==> config.mk <==
export PLATFORM = sky130hd
export DESIGN_NAME = sub64_seq
export DESIGN_NICKNAME = d
export VERILOG_FILES = /design/src/rtl/sub64_seq.sv
export SDC_FILE = /design/constraint.sdc
export NUM_CORES = 1
export LEC_CHECK = 0
export BUFFER_PORTS_ARGS = -buffer_cell sky130_fd_sc_hd__clkbuf_2
export CAP_MARGIN = 40
export CORE_ASPECT_RATIO = 1.25
export CORE_UTILIZATION = 60
export DETAILED_ROUTE_END_ITERATION = 10
export PLACE_DENSITY = 0.92
export SLEW_MARGIN = 40
export SYNTH_ARGS = -nofsm -noshare
export SYNTH_HDL_FRONTEND = slang
export SYNTH_SLANG_ARGS = --single-unit
==> constraint.sdc <==
create_clock -name clk -period 6.41 [get_ports clk]
set_clock_uncertainty 0.15 [all_clocks]
set_input_delay 0.641 -clock clk [delete_from_list [all_inputs] [get_ports clk]]
set_output_delay 0.641 -clock clk [all_outputs]
set_load 0.03 [all_outputs]
==> src/rtl/sub64_seq.sv <==
// sub64_seq: multi-cycle WIDTH-bit subtractor (diff = a - b - b_in).
// A single CHUNK-bit borrow-ripple slice is reused once per clock, LSB slice
// first, with the inter-slice borrow held in a register. Valid/ready on both
// sides; only one operation is in flight at a time.
module sub64_seq #(
    parameter int WIDTH = 64,
    parameter int CHUNK = 32
) (
    input  logic             clk,
    input  logic             rst_n,
    input  logic             in_valid,
    output logic             in_ready,
    input  logic [WIDTH-1:0] a,
    input  logic [WIDTH-1:0] b,
    input  logic             b_in,
    output logic             out_valid,
    input  logic             out_ready,
    output logic [WIDTH-1:0] diff,
    output logic             b_out,
    output logic             overflow
);

    localparam int N     = WIDTH / CHUNK;
    localparam int IDX_W = (N > 1) ? $clog2(N) : 1;
    localparam logic [IDX_W-1:0] LAST_IDX = IDX_W'(N - 1);

    typedef enum logic [1:0] {
        IDLE = 2'd0,
        RUN  = 2'd1,
        DONE = 2'd2
    } state_t;

    state_t             r_state;
    state_t             w_next_state;

    logic [WIDTH-1:0]   r_a;
    logic [WIDTH-1:0]   r_b;
    logic [WIDTH-1:0]   r_diff;
    logic [IDX_W-1:0]   r_idx;
    logic               r_borrow;
    logic               r_b_out;
    logic               r_overflow;
    logic               r_out_valid;

    logic [CHUNK-1:0]   w_a_slice;
    logic [CHUNK-1:0]   w_b_slice;
    logic [CHUNK:0]     w_s;
    logic               w_accept;
    logic               w_last;
    logic               w_release;

    // One slice of the subtraction; the extra top bit of w_s is the borrow out.
    always_comb begin
        w_a_slice = r_a[r_idx*CHUNK +: CHUNK];
        w_b_slice = r_b[r_idx*CHUNK +: CHUNK];
        w_s       = {1'b0, w_a_slice} - {1'b0, w_b_slice} - {{CHUNK{1'b0}}, r_borrow};
    end

    assign in_ready  = (r_state == IDLE);
    assign w_accept  = in_valid && (r_state == IDLE);
    assign w_last    = (r_state == RUN) && (r_idx == LAST_IDX);
    assign w_release = r_out_valid && out_ready;

    assign out_valid = r_out_valid;
    assign diff      = r_diff;
    assign b_out     = r_b_out;
    assign overflow  = r_overflow;

    // State register; reset aborts any operation in progress.
    always_ff @(posedge clk or negedge rst_n) begin
        if (!rst_n) begin
            r_state <= IDLE;
        end else begin
            r_state <= w_next_state;
        end
    end

    // Next-state logic: IDLE -> RUN on accept, RUN -> DONE after the last slice,
    // DONE -> IDLE once the consumer takes the result.
    always_comb begin
        w_next_state = r_state;
        case (r_state)
            IDLE:    if (w_accept)  w_next_state = RUN;
            RUN:     if (w_last)    w_next_state = DONE;
            DONE:    if (w_release) w_next_state = IDLE;
            default:                w_next_state = IDLE;
        endcase
    end

    // Datapath: operand capture on accept, one slice written per RUN cycle,
    // flags and out_valid set on the final slice, out_valid cleared on release.
    always_ff @(posedge clk or negedge rst_n) begin
        if (!rst_n) begin
            r_a         <= '0;
            r_b         <= '0;
            r_diff      <= '0;
            r_idx       <= '0;
            r_borrow    <= 1'b0;
            r_b_out     <= 1'b0;
            r_overflow  <= 1'b0;
            r_out_valid <= 1'b0;
        end else begin
            if (w_accept) begin
                r_a        <= a;
                r_b        <= b;
                r_borrow   <= b_in;
                r_idx      <= '0;
                r_diff     <= '0;
                r_b_out    <= 1'b0;
                r_overflow <= 1'b0;
            end else if (r_state == RUN) begin
                r_diff[r_idx*CHUNK +: CHUNK] <= w_s[CHUNK-1:0];
                r_borrow                     <= w_s[CHUNK];
                if (w_last) begin
                    r_idx       <= '0;
                    r_b_out     <= w_s[CHUNK];
                    r_overflow  <= (r_a[WIDTH-1] != r_b[WIDTH-1]) &&
                                   (w_s[CHUNK-1] != r_a[WIDTH-1]);
                    r_out_valid <= 1'b1;
                end else begin
                    r_idx <= r_idx + 1'b1;
                end
            end else if (w_release) begin
                r_out_valid <= 1'b0;
            end
        end
    end

endmodule
==> impl_metrics.xml, run 1 <==
<?xml version="1.0" encoding="UTF-8"?>
<metrics>
  <group name="min_path">
    <metric name="hold_crit_class" unit="">input port to asynchronous set/reset pin</metric>
  </group>
  <group name="sta">
    <metric name="final_min_period_over_clock_period" unit="">0.6503</metric>
    <metric name="grt_setup_unrepaired" unit="">false</metric>
    <metric name="finalSetupTns" unit="ps">0</metric>
    <metric name="finalSetupViolations" unit="">0</metric>
    <metric name="report.final.slew_viol_count" unit="">0</metric>
    <metric name="timing.slew.headroom" unit="">0.5043</metric>
    <metric name="max_slew.worst_pin.slew" unit="ps">743.6</metric>
    <metric name="period_needed" unit="ps">4169</metric>
    <metric name="timing.fmax" unit="MHz">239.9</metric>
    <metric name="timing_hold_violations_final" unit="">0</metric>
  </group>
  <group name="global_routing">
    <metric name="globalRouteOverflowTotal" unit="">0</metric>
    <metric name="first_pass_grt_wire_length" unit="mm">40.70</metric>
    <metric name="gr_usage_total" unit="">0.2958</metric>
    <metric name="grt_start_max_net_pins" unit="">127</metric>
    <metric name="antenna_found_initial" unit="">0</metric>
    <metric name="grt_pass1_vias" unit="">8188</metric>
  </group>
  <group name="setup_path">
    <metric name="critical-path-max-stage-delay" unit="ps">720</metric>
    <metric name="timing.critical_path.cells" unit="">buf_12 &gt; mux2_2 &gt; ha_1 &gt; inv_1 &gt; ha_1 &gt; a211o_1 &gt; o31ai_4 &gt; o41ai_4 &gt; a21oi_4 &gt; o31ai_4 &gt; a211oi_1 &gt; mux2i_1 &gt; a31oi_1</metric>
    <metric name="crit_path_end_kind" unit="">flip-flop</metric>
    <metric name="worstSetupStartpointType" unit="">flip-flop</metric>
    <metric name="r2r-start" unit="">r_idx</metric>
    <metric name="worstSetupStartpoint" unit="">r_idx</metric>
    <metric name="required" unit="ps">6550</metric>
    <metric name="largest_delay_share_family_worst_path" unit="">compound AO/OA/AOI/OAI gates</metric>
    <metric name="worst-path-buf-inv" unit="">2</metric>
    <metric name="cpMaxStageDelayCell" unit="">dfrtp_4</metric>
    <metric name="critical_path_arrival" unit="ps">4310</metric>
    <metric name="top_fanout_value_on_the_critical_path" unit="">25</metric>
    <metric name="worstSetupPathType" unit="">flip-flop to flip-flop</metric>
  </group>
  <group name="route">
    <metric name="detail-route-antenna-nets" unit="">0</metric>
    <metric name="wirelength" unit="mm">25.24</metric>
    <metric name="dr_wl_cell" unit="um">16.53</metric>
    <metric name="count_of_vias_placed_by_the_detailed_router" unit="">8494</metric>
    <metric name="drc" unit="">0</metric>
    <metric name="detail_route.vias_per_cell" unit="">5.563</metric>
    <metric name="detailedRoute.firstIterationViolations" unit="">603</metric>
    <metric name="drt_pass1_iterations" unit="">5</metric>
  </group>
  <group name="clocking">
    <metric name="clock_sink_count" unit="">199</metric>
    <metric name="cts-htree-levels" unit="">4</metric>
    <metric name="clk-insertion-delay-late" unit="ps">440</metric>
    <metric name="clock_input_transition_at_the_sequential_cells_of_the_worst_setup_and_hold_paths" unit="ps">70</metric>
    <metric name="clock_tree.buffer_depth" unit="">2</metric>
    <metric name="ctsResizeCount" unit="">0</metric>
    <metric name="postCtsHoldBufs" unit="">0</metric>
    <metric name="cts_tree" unit="">done</metric>
    <metric name="post-cts-setup-buffer-count" unit="">0</metric>
    <metric name="ctsRootBufferMaster" unit="">clkbuf_16</metric>
    <metric name="number_of_buffers_created_by_cts" unit="">17</metric>
  </group>
  <group name="synthesis">
    <metric name="synth_top_cell_by_area" unit="">dfrtp_1</metric>
    <metric name="synth_ff_type" unit="">dfrtp_1</metric>
    <metric name="synth_async_sr_flop_share" unit="">1.000</metric>
    <metric name="yosysTopAreaCellShare" unit="">0.4809</metric>
    <metric name="ys_ff_latch" unit="">199</metric>
    <metric name="synth_edf_count" unit="">0</metric>
    <metric name="synth.cell_area" unit="mm2">0.01036</metric>
    <metric name="synth_fp_nets" unit="">1318</metric>
    <metric name="synthesis.area_per_instance" unit="um2">9.222</metric>
    <metric name="synth.yosys.seq_area_share" unit="">0.4809</metric>
    <metric name="synthDistinctLibCells" unit="">54</metric>
    <metric name="synth_warn" unit="">0</metric>
    <metric name="post_synth_main_area_contributors" unit="">dfrtp_1, nand2_1, ha_1</metric>
    <metric name="syn_inst" unit="">1123</metric>
  </group>
  <group name="floorplan">
    <metric name="die-area" unit="mm2">0.01779</metric>
    <metric name="placementRows" unit="">53</metric>
    <metric name="core_area" unit="mm2">0.01684</metric>
    <metric name="pin_count" unit="">201</metric>
    <metric name="die-height" unit="um">148.9</metric>
    <metric name="floorplan.initialDensity" unit="">0.6148</metric>
    <metric name="floorplan.die.width" unit="um">119.5</metric>
  </group>
  <group name="layout">
    <metric name="most-common-layout-cells" unit="">nand2_1, clkbuf_2, dfrtp_1</metric>
    <metric name="areaGrowthSynthToFinish" unit="%">17.58</metric>
    <metric name="final_cells" unit="">1527</metric>
    <metric name="final_design_area_no_fill" unit="mm2">0.01218</metric>
    <metric name="final_util" unit="">0.7229</metric>
    <metric name="nNetsFinal" unit="">1489</metric>
    <metric name="final_layout_size_suffix_gt1_frac" unit="">0.2211</metric>
    <metric name="n_antenna_cell" unit="">0</metric>
    <metric name="layout_commonest_cell" unit="">nand2_1</metric>
  </group>
  <group name="outcome">
    <metric name="outcome" unit="">complete, no violations</metric>
  </group>
  <group name="placement">
    <metric name="global_placement_routability_congestion" unit="">0.9068</metric>
    <metric name="detailed_place.area" unit="mm2">0.01156</metric>
    <metric name="dpl.cell_count" unit="">1495</metric>
    <metric name="portBuffers" unit="">200</metric>
    <metric name="dpl.hpwl" unit="mm">18.26</metric>
  </group>
  <group name="flow_run">
    <metric name="max_cap_viol_count" unit="">0</metric>
  </group>
</metrics>
## layout make-up
| class | instances | area (um2) |
|---|---|---|
| tap | 220 | 275.3 |
| clock buffer | 21 | 460.4 |
| multi-input combinational | 803 | 4932 |
| inverter | 64 | 240.2 |
| timing repair buffer | 209 | 1125 |
| clock inverter | 11 | 160.2 |
| sequential | 199 | 4984 |
| fill | 1242 | 4667 |
## cells in the mapped netlist, drive strengths merged (3+ instances only)
| cell | n |
|---|---|
| a211o | 3 |
| a211oi | 6 |
| o211ai | 6 |
| and3 | 4 |
| a21o | 10 |
| nor3 | 8 |
| nand2b | 4 |
| dfrtp | 199 |
| nor2 | 30 |
| and2 | 4 |
| nor2b | 7 |
| mux2i | 34 |
| xor2 | 8 |
| a21oi | 32 |
| a22o | 58 |
| mux2 | 32 |
| o21a | 7 |
| ha | 60 |
| nand3 | 5 |
| xnor2 | 19 |
| nand2 | 416 |
| clkbuf | 56 |
| o21ai | 23 |
| inv | 64 |
## sequential cells by signal, summed over array words and instances, names as in the netlist
name       count
r_state        2
r_b           64
b_out          1
r_idx          1
overflow       1
r_borrow       1
out_valid      1
r_a           64
diff          64
## logic make-up (layout without fill, tap and decap cells)
family                   Yosys count  in the layout  share of synthesized area
multiplexers                      66             66                    0.06887
adder cells (fa/ha/maj)           62             62                    0.07636
AND/OR/NAND/NOR                  488            488                     0.1879
XOR/XNOR                          27             27                    0.02283
flip-flops                       199            199                     0.4809
buffers and inverters            121            305                    0.04458
AO/OA/AOI/OAI                    160            160                     0.1186
## final timing paths
kind	slack, ps	end	cells past startpoint
setup reg to reg	2240	b_out	13
min in group clk	240	r_b[54]	3
hold reg to reg	320	r_b[44]	2
setup / recovery	2240	b_out	13
max in group asynchronous	5000	r_b[18]	2
hold / removal	40	r_a[41]	1
## layer usage
layer  share of wire  vias to the layer above  global-route usage
met2            0.48                      301              0.4795
met4           0.026                        0              0.1113
met5               0                        -                   0
met1            0.43                     4091              0.4008
met3           0.056                       47             0.04893
li1                -                     4055                   -
## per-stage QoR
step                setup slack (ps)  hold WS, ps
global placement                2105        301.7
global route                    2010        67.21
CTS                             2232        71.97
detailed placement              2271        307.1
finish                          2241        37.18
floorplan                       2336        195.4
Power of run 1 is not shown: default switching activity piles up to over one toggle a cycle in this logic, so the estimate is an artifact.
==> inputs of run 2 (changes only) <==
Settings changed: ABC_AREA set to 1, CORE_UTILIZATION 60 to 51, PLACE_DENSITY 0.92 to 0.83.
Clock period 6.41 ns to 3.7 ns, I/O delays scaled along.
==> impl_metrics.xml, run 2 <==
<?xml version="1.0" encoding="UTF-8"?>
<metrics>
  <group name="outcome">
    <metric name="outcome" unit="">finished, violations left</metric>
    <metric name="violations_in_the_final_reports" unit="">design-rule violations, negative hold slack</metric>
  </group>
  <group name="floorplan">
    <metric name="die-height" unit="um">164.4</metric>
    <metric name="pin_count" unit="">201</metric>
    <metric name="die-area" unit="mm2">0.02168</metric>
    <metric name="placementRows" unit="">59</metric>
    <metric name="core_area" unit="mm2">0.02074</metric>
    <metric name="floorplan.die.width" unit="um">131.9</metric>
    <metric name="floorplan.initialDensity" unit="">0.5185</metric>
  </group>
  <group name="synthesis">
    <metric name="synth.cell_area" unit="mm2">0.01076</metric>
    <metric name="synth_ff_type" unit="">dfrtp_1</metric>
    <metric name="synth_simple_gate_area_frac" unit="">0.3065</metric>
    <metric name="synth_async_sr_flop_share" unit="">1.000</metric>
    <metric name="synthXorXnorAreaFrac" unit="">0.01303</metric>
    <metric name="synth.mux.area_fraction" unit="">0.02792</metric>
    <metric name="syn_inst" unit="">1409</metric>
    <metric name="synth_warn" unit="">0</metric>
    <metric name="synth.top_cells.by_count" unit="">nand2_1, dfrtp_1, inv_1, ha_1, o21ai_0</metric>
    <metric name="post-synth-top-count-cell" unit="">nand2_1</metric>
    <metric name="synth_top_cell_by_area" unit="">dfrtp_1</metric>
    <metric name="synth_fp_nets" unit="">1604</metric>
    <metric name="synth.yosys.seq_area_share" unit="">0.4630</metric>
    <metric name="synth-adder-area-share" unit="">0.07351</metric>
    <metric name="ys_ff_latch" unit="">199</metric>
    <metric name="synthDistinctLibCells" unit="">39</metric>
    <metric name="yosysTopAreaCellShare" unit="">0.4630</metric>
    <metric name="dominant_combinational_cell_family_by_area_after_synthesis" unit="">simple AND/OR/NAND/NOR gates</metric>
    <metric name="synthesis.area_per_instance" unit="um2">7.634</metric>
    <metric name="synth_compound_area_frac" unit="">0.05351</metric>
    <metric name="synth_edf_count" unit="">0</metric>
    <metric name="post_synth_main_area_contributors" unit="">dfrtp_1, nand2_1, ha_1</metric>
  </group>
  <group name="sta">
    <metric name="grt_setup_unrepaired" unit="">false</metric>
    <metric name="period_needed" unit="ps">3256</metric>
    <metric name="max_slew.worst_pin.slew" unit="ps">715.8</metric>
    <metric name="timing.slew.headroom" unit="">0.5228</metric>
    <metric name="finalSetupTns" unit="ps">0</metric>
    <metric name="report.final.slew_viol_count" unit="">0</metric>
    <metric name="hold-worst-slack" unit="ps">-11.59</metric>
    <metric name="finalSetupViolations" unit="">0</metric>
    <metric name="timing_hold_violations_final" unit="">4</metric>
    <metric name="final_min_period_over_clock_period" unit="">0.8799</metric>
    <metric name="timing.fmax" unit="MHz">307.2</metric>
  </group>
  <group name="route">
    <metric name="count_of_vias_placed_by_the_detailed_router" unit="">10471</metric>
    <metric name="wirelength" unit="mm">32.03</metric>
    <metric name="detailedRoute.firstIterationViolations" unit="">792</metric>
    <metric name="detail-route-antenna-nets" unit="">0</metric>
    <metric name="detail_route.vias_per_cell" unit="">5.272</metric>
    <metric name="drc" unit="">2</metric>
    <metric name="drt_pass1_iterations" unit="">10</metric>
    <metric name="dr_wl_cell" unit="um">16.13</metric>
  </group>
  <group name="clocking">
    <metric name="number_of_buffers_created_by_cts" unit="">17</metric>
    <metric name="clock_input_transition_at_the_sequential_cells_of_the_worst_setup_and_hold_paths" unit="ps">80</metric>
    <metric name="cts_tree" unit="">done</metric>
    <metric name="clock_tree.buffer_depth" unit="">2</metric>
    <metric name="clock_sink_count" unit="">199</metric>
    <metric name="post-cts-setup-buffer-count" unit="">0</metric>
    <metric name="clk-insertion-delay-late" unit="ps">460</metric>
    <metric name="ctsResizeCount" unit="">0</metric>
    <metric name="ctsRootBufferMaster" unit="">clkbuf_16</metric>
    <metric name="cts-htree-levels" unit="">4</metric>
    <metric name="postCtsHoldBufs" unit="">105</metric>
  </group>
  <group name="setup_path">
    <metric name="crit_path_frequent_cell" unit="">nand2_1</metric>
    <metric name="largest_delay_share_family_worst_path" unit="">compound AO/OA/AOI/OAI gates</metric>
    <metric name="worstSetupPathType" unit="">flip-flop to flip-flop</metric>
    <metric name="timing.critical_path.cells" unit="">buf_12 &gt; mux2i_1 &gt; ha_1 &gt; inv_1 &gt; ha_1 &gt; nand2_2 &gt; o21ai_0 &gt; a21oi_1 &gt; o21ai_2 &gt; nand2_1 &gt; nand2_1 &gt; xor2_1 &gt; nand2_1 &gt; nand2_1</metric>
    <metric name="cpMaxStageDelayCell" unit="">dfrtp_2</metric>
    <metric name="critical_path_arrival" unit="ps">3500</metric>
    <metric name="worstSetupStartpointType" unit="">flip-flop</metric>
    <metric name="critical-path-max-stage-delay" unit="ps">610</metric>
    <metric name="crit_path_end_kind" unit="">flip-flop</metric>
    <metric name="worst-path-buf-inv" unit="">2</metric>
    <metric name="top_fanout_value_on_the_critical_path" unit="">25</metric>
    <metric name="required" unit="ps">3940</metric>
  </group>
  <group name="placement">
    <metric name="global_placement_routability_congestion" unit="">0.9085</metric>
    <metric name="portBuffers" unit="">200</metric>
    <metric name="dpl.cell_count" unit="">1847</metric>
    <metric name="dpl.hpwl" unit="mm">20.89</metric>
  </group>
  <group name="layout">
    <metric name="nNetsFinal" unit="">1893</metric>
    <metric name="final_layout_size_suffix_gt1_frac" unit="">0.1654</metric>
    <metric name="layout_commonest_cell" unit="">nand2_1</metric>
    <metric name="areaGrowthSynthToFinish" unit="%">27.88</metric>
    <metric name="most-common-layout-cells" unit="">nand2_1, clkbuf_2, dfrtp_1</metric>
    <metric name="fillers" unit="">1677</metric>
    <metric name="final_cells" unit="">1986</metric>
  </group>
  <group name="min_path">
    <metric name="hold_crit_class" unit="">input port to flip-flop</metric>
  </group>
  <group name="global_routing">
    <metric name="grt_start_max_net_pins" unit="">89</metric>
    <metric name="gr_usage_total" unit="">0.2992</metric>
    <metric name="grt_pass1_vias" unit="">10181</metric>
    <metric name="first_pass_grt_wire_length" unit="mm">50.71</metric>
    <metric name="antenna_found_initial" unit="">0</metric>
    <metric name="globalRouteOverflowTotal" unit="">0</metric>
  </group>
  <group name="flow_run">
    <metric name="max_cap_viol_count" unit="">0</metric>
  </group>
</metrics>
==> run 2: cell count changes after synthesis, sizes merged, moves of 7 or more <==
cell	change
nand2	+280
a22o	-58
nand3	+45
nor2b	-7
mux2	-32
buf	+25
o21ai	+37
xnor2	-7
inv	+54
nor2	+27
clkbuf	-31
==> run 2: final timing paths <==
check | cells past startpoint | start | end | slack, ps
worst max-delay path | 14 | r_idx | diff[22] | 440
worst min-delay path | 3 | a[53] | r_a[53] | -10
worst max register to register | 14 | r_idx | diff[22] | 440
worst min register to register | 2 | diff[50] | diff[50] | 330
max in group asynchronous | 3 | rst_n | r_b[39] | 2180
min in group asynchronous | 2 | rst_n | diff[57] | 360
==> run 2: kinds of logic (layout without fill, tap and decap cells) <==
kind of cell | count (synthesis) | count (layout)
xor+xnor | 16 | 16
buf+inv | 169 | 471
compound gates | 106 | 106
flops | 199 | 199
simple gates | 827 | 827
mux | 30 | 30
fa+ha+maj | 62 | 62
other cells | 0 | 1
==> run 2: worst min-delay path: cells and delay by family <==
family                 cells  cell delay, ps
AND/OR/NAND/NOR            2             100
buffers and inverters      1              90
==> run 2: per-stage QoR <==
| stage | setup WS (ps) | util | cell area (um2) |
|---|---|---|---|
| 2_1_floorplan | 523.9 | - | 10760 |
| 3_3_place_gp | 543.6 | 0.5813 | 12060 |
| 3_5_place_dp | 493.5 | 0.5813 | 12060 |
| 4_1_cts | 434.0 | 0.6623 | 13740 |
| 5_1_grt | 205.1 | 0.6630 | 13750 |
| 6_report | 444.5 | 0.6631 | 13760 |
==> run 2: layout make-up <==
class | count | area (um2) | share of cell area
clock buffer | 17 | 425.4 | 0.03093
inverter | 118 | 450.4 | 0.03275
multi-input combinational | 1041 | 5111 | 0.3716
antenna | 1 | 2.502 | 0.0001819
tap | 274 | 342.8 | 0.02492
sequential | 199 | 4981 | 0.3621
timing repair buffer | 321 | 2237 | 0.1626
clock inverter | 15 | 205.2 | 0.01492
==> run 2: layer usage <==
layer | track usage | vias up | wire [um]
li1 | - | 4969 | -
met2 | 0.4962 | 478 | 15270
met1 | 0.3898 | 4909 | 13550
met4 | 0.1459 | 0 | 1390
met3 | 0.03898 | 115 | 1812
met5 | 0 | - | 0
Power of run 2 is left out for the same reason.
==> inputs of run 3 (changes only) <==
Settings changed: ABC_CLOCK_PERIOD_IN_PS set to 3700, PLACE_DENSITY 0.83 to 0.78, SLEW_MARGIN 40 to 30.
==> impl_metrics.xml, run 3 (synthesis results as in run 2) <==
<?xml version="1.0" encoding="UTF-8"?>
<metrics>
  <group name="setup_path">
    <metric name="worstSetupStartpointType" unit="">flip-flop</metric>
    <metric name="critical_path_arrival" unit="ps">3510</metric>
    <metric name="required" unit="ps">3880</metric>
    <metric name="top_fanout_value_on_the_critical_path" unit="">23</metric>
    <metric name="crit_path_end_kind" unit="">flip-flop</metric>
    <metric name="worstSetupPathType" unit="">flip-flop to flip-flop</metric>
  </group>
  <group name="sta">
    <metric name="finalSetupViolations" unit="">0</metric>
    <metric name="timing_hold_violations_final" unit="">2</metric>
    <metric name="final_min_period_over_clock_period" unit="">0.9008</metric>
    <metric name="timing.fmax" unit="MHz">300.0</metric>
    <metric name="timing.slew.headroom" unit="">0.5160</metric>
    <metric name="finalSetupTns" unit="ps">0</metric>
    <metric name="max_slew.worst_pin.slew" unit="ps">725.2</metric>
    <metric name="period_needed" unit="ps">3333</metric>
    <metric name="report.final.slew_viol_count" unit="">0</metric>
    <metric name="final.setup.worst_slack" unit="ps">367.1</metric>
    <metric name="grt_setup_unrepaired" unit="">false</metric>
    <metric name="hold-worst-slack" unit="ps">-6.327</metric>
  </group>
  <group name="flow_run">
    <metric name="max_cap_viol_count" unit="">0</metric>
  </group>
  <group name="clocking">
    <metric name="cts-htree-levels" unit="">4</metric>
    <metric name="ctsRootBufferMaster" unit="">clkbuf_16</metric>
    <metric name="clock_input_transition_at_the_sequential_cells_of_the_worst_setup_and_hold_paths" unit="ps">70</metric>
    <metric name="clk-insertion-delay-late" unit="ps">430</metric>
    <metric name="cts_tree" unit="">done</metric>
    <metric name="clock_tree.buffer_depth" unit="">2</metric>
    <metric name="ctsResizeCount" unit="">0</metric>
    <metric name="postCtsHoldBufs" unit="">88</metric>
    <metric name="clock_sink_count" unit="">199</metric>
    <metric name="post-cts-setup-buffer-count" unit="">0</metric>
    <metric name="number_of_buffers_created_by_cts" unit="">17</metric>
  </group>
  <group name="floorplan">
    <metric name="core_area" unit="mm2">0.02074</metric>
    <metric name="pin_count" unit="">201</metric>
    <metric name="die-area" unit="mm2">0.02168</metric>
    <metric name="placementRows" unit="">59</metric>
    <metric name="floorplan.initialDensity" unit="">0.5185</metric>
    <metric name="floorplan.die.width" unit="um">131.9</metric>
    <metric name="die-height" unit="um">164.4</metric>
  </group>
  <group name="outcome">
    <metric name="outcome" unit="">finished, violations left</metric>
    <metric name="violations_in_the_final_reports" unit="">negative hold slack</metric>
  </group>
  <group name="layout">
    <metric name="nNetsFinal" unit="">1882</metric>
    <metric name="fillers" unit="">1745</metric>
    <metric name="areaGrowthSynthToFinish" unit="%">25.92</metric>
    <metric name="most-common-layout-cells" unit="">nand2_1, clkbuf_2, dfrtp_1</metric>
    <metric name="layout_commonest_cell" unit="">nand2_1</metric>
    <metric name="n_antenna_cell" unit="">0</metric>
    <metric name="final_layout_size_suffix_gt1_frac" unit="">0.1676</metric>
  </group>
  <group name="route">
    <metric name="detailedRoute.firstIterationViolations" unit="">722</metric>
    <metric name="count_of_vias_placed_by_the_detailed_router" unit="">10180</metric>
    <metric name="detail_route.vias_per_cell" unit="">5.157</metric>
    <metric name="drt_pass1_iterations" unit="">5</metric>
    <metric name="dr_wl_cell" unit="um">15.46</metric>
    <metric name="detail-route-antenna-nets" unit="">0</metric>
    <metric name="drc" unit="">0</metric>
    <metric name="wirelength" unit="mm">30.51</metric>
  </group>
  <group name="global_routing">
    <metric name="gr_usage_total" unit="">0.2884</metric>
    <metric name="grt_start_max_net_pins" unit="">68</metric>
    <metric name="globalRouteOverflowTotal" unit="">0</metric>
    <metric name="grt_pass1_vias" unit="">9979</metric>
    <metric name="antenna_found_initial" unit="">0</metric>
    <metric name="first_pass_grt_wire_length" unit="mm">49.10</metric>
  </group>
  <group name="placement">
    <metric name="global_placement_routability_congestion" unit="">0.9497</metric>
    <metric name="dpl.hpwl" unit="mm">21.24</metric>
    <metric name="dp_worst_setup_slack" unit="ps">441.7</metric>
    <metric name="portBuffers" unit="">200</metric>
  </group>
  <group name="min_path">
    <metric name="hold_crit_class" unit="">input port to flip-flop</metric>
  </group>
</metrics>
-- run 3: changes by cell type in the layout (fill, tap and decap cells not counted), moves of 2 or more --
cell           delta
dlygate4sd3_1    -16
buf_4             +7
clkbuf_1          +3
clkinv_2          +3
clkinv_8          -3
buf_12            -2
clkinvlp_4        +2
inv_8             -2
-- run 3: per-stage QoR --
step           instance area [um2]  std cells    util
6_report                     13540       1974  0.6529
5_1_grt                      13540       1974  0.6529
4_1_cts                      13520       1972  0.6520
3_5_place_dp                 12090       1852  0.5828
3_3_place_gp                 12040       1850  0.5806
2_1_floorplan                10760       1409       -
-- run 3: layer usage --
metal  GRT usage  vias to the layer above  wire length [um]
met4      0.1353                        0              1311
met1      0.3808                     4745             13380
met3     0.04359                       93              1627
li1            -                     4930                 -
met5           0                        -                 0
met2      0.4699                      412             14190
-- run 3: final cells by class --
| class | instances | area (um2) | share of cell area |
|---|---|---|---|
| Timing Repair Buffer | 310 | 2106 | 0.1555 |
| Inverter | 118 | 450.4 | 0.03326 |
| Clock inverter | 12 | 116.4 | 0.008591 |
| Clock buffer | 20 | 436.7 | 0.03224 |
| Multi-Input combinational cell | 1041 | 5111 | 0.3774 |
| Sequential cell | 199 | 4981 | 0.3678 |
| Tap cell | 274 | 342.8 | 0.02531 |
-- run 3: worst max-delay path, stage by stage, from the launching register on --
cell and delay, ps:
dfrtp_2 530, buf_4 380, mux2i_1 230, ha_1 250, inv_1 60, ha_1 280, a21oi_1 290, nor2_1 90
nor2_1 260, o21ai_0 190, a21oi_1 230, nand3_1 150, nand3_1 110, nand2_1 50
-- run 3: path summary, 6_finish.rpt --
check / from / to / slack (ps) / cells after the start
max: r_idx / diff[61] / 370 / 13
min: a[41] / r_a[41] / -6 / 3
max reg2reg: r_idx / diff[61] / 370 / 13
min reg2reg: diff[53] / diff[53] / 330 / 2
max in group asynchronous: rst_n / r_b[35] / 2080 / 4
min in group asynchronous: rst_n / diff[22] / 320 / 2
Power of run 3 is left out for the same reason.
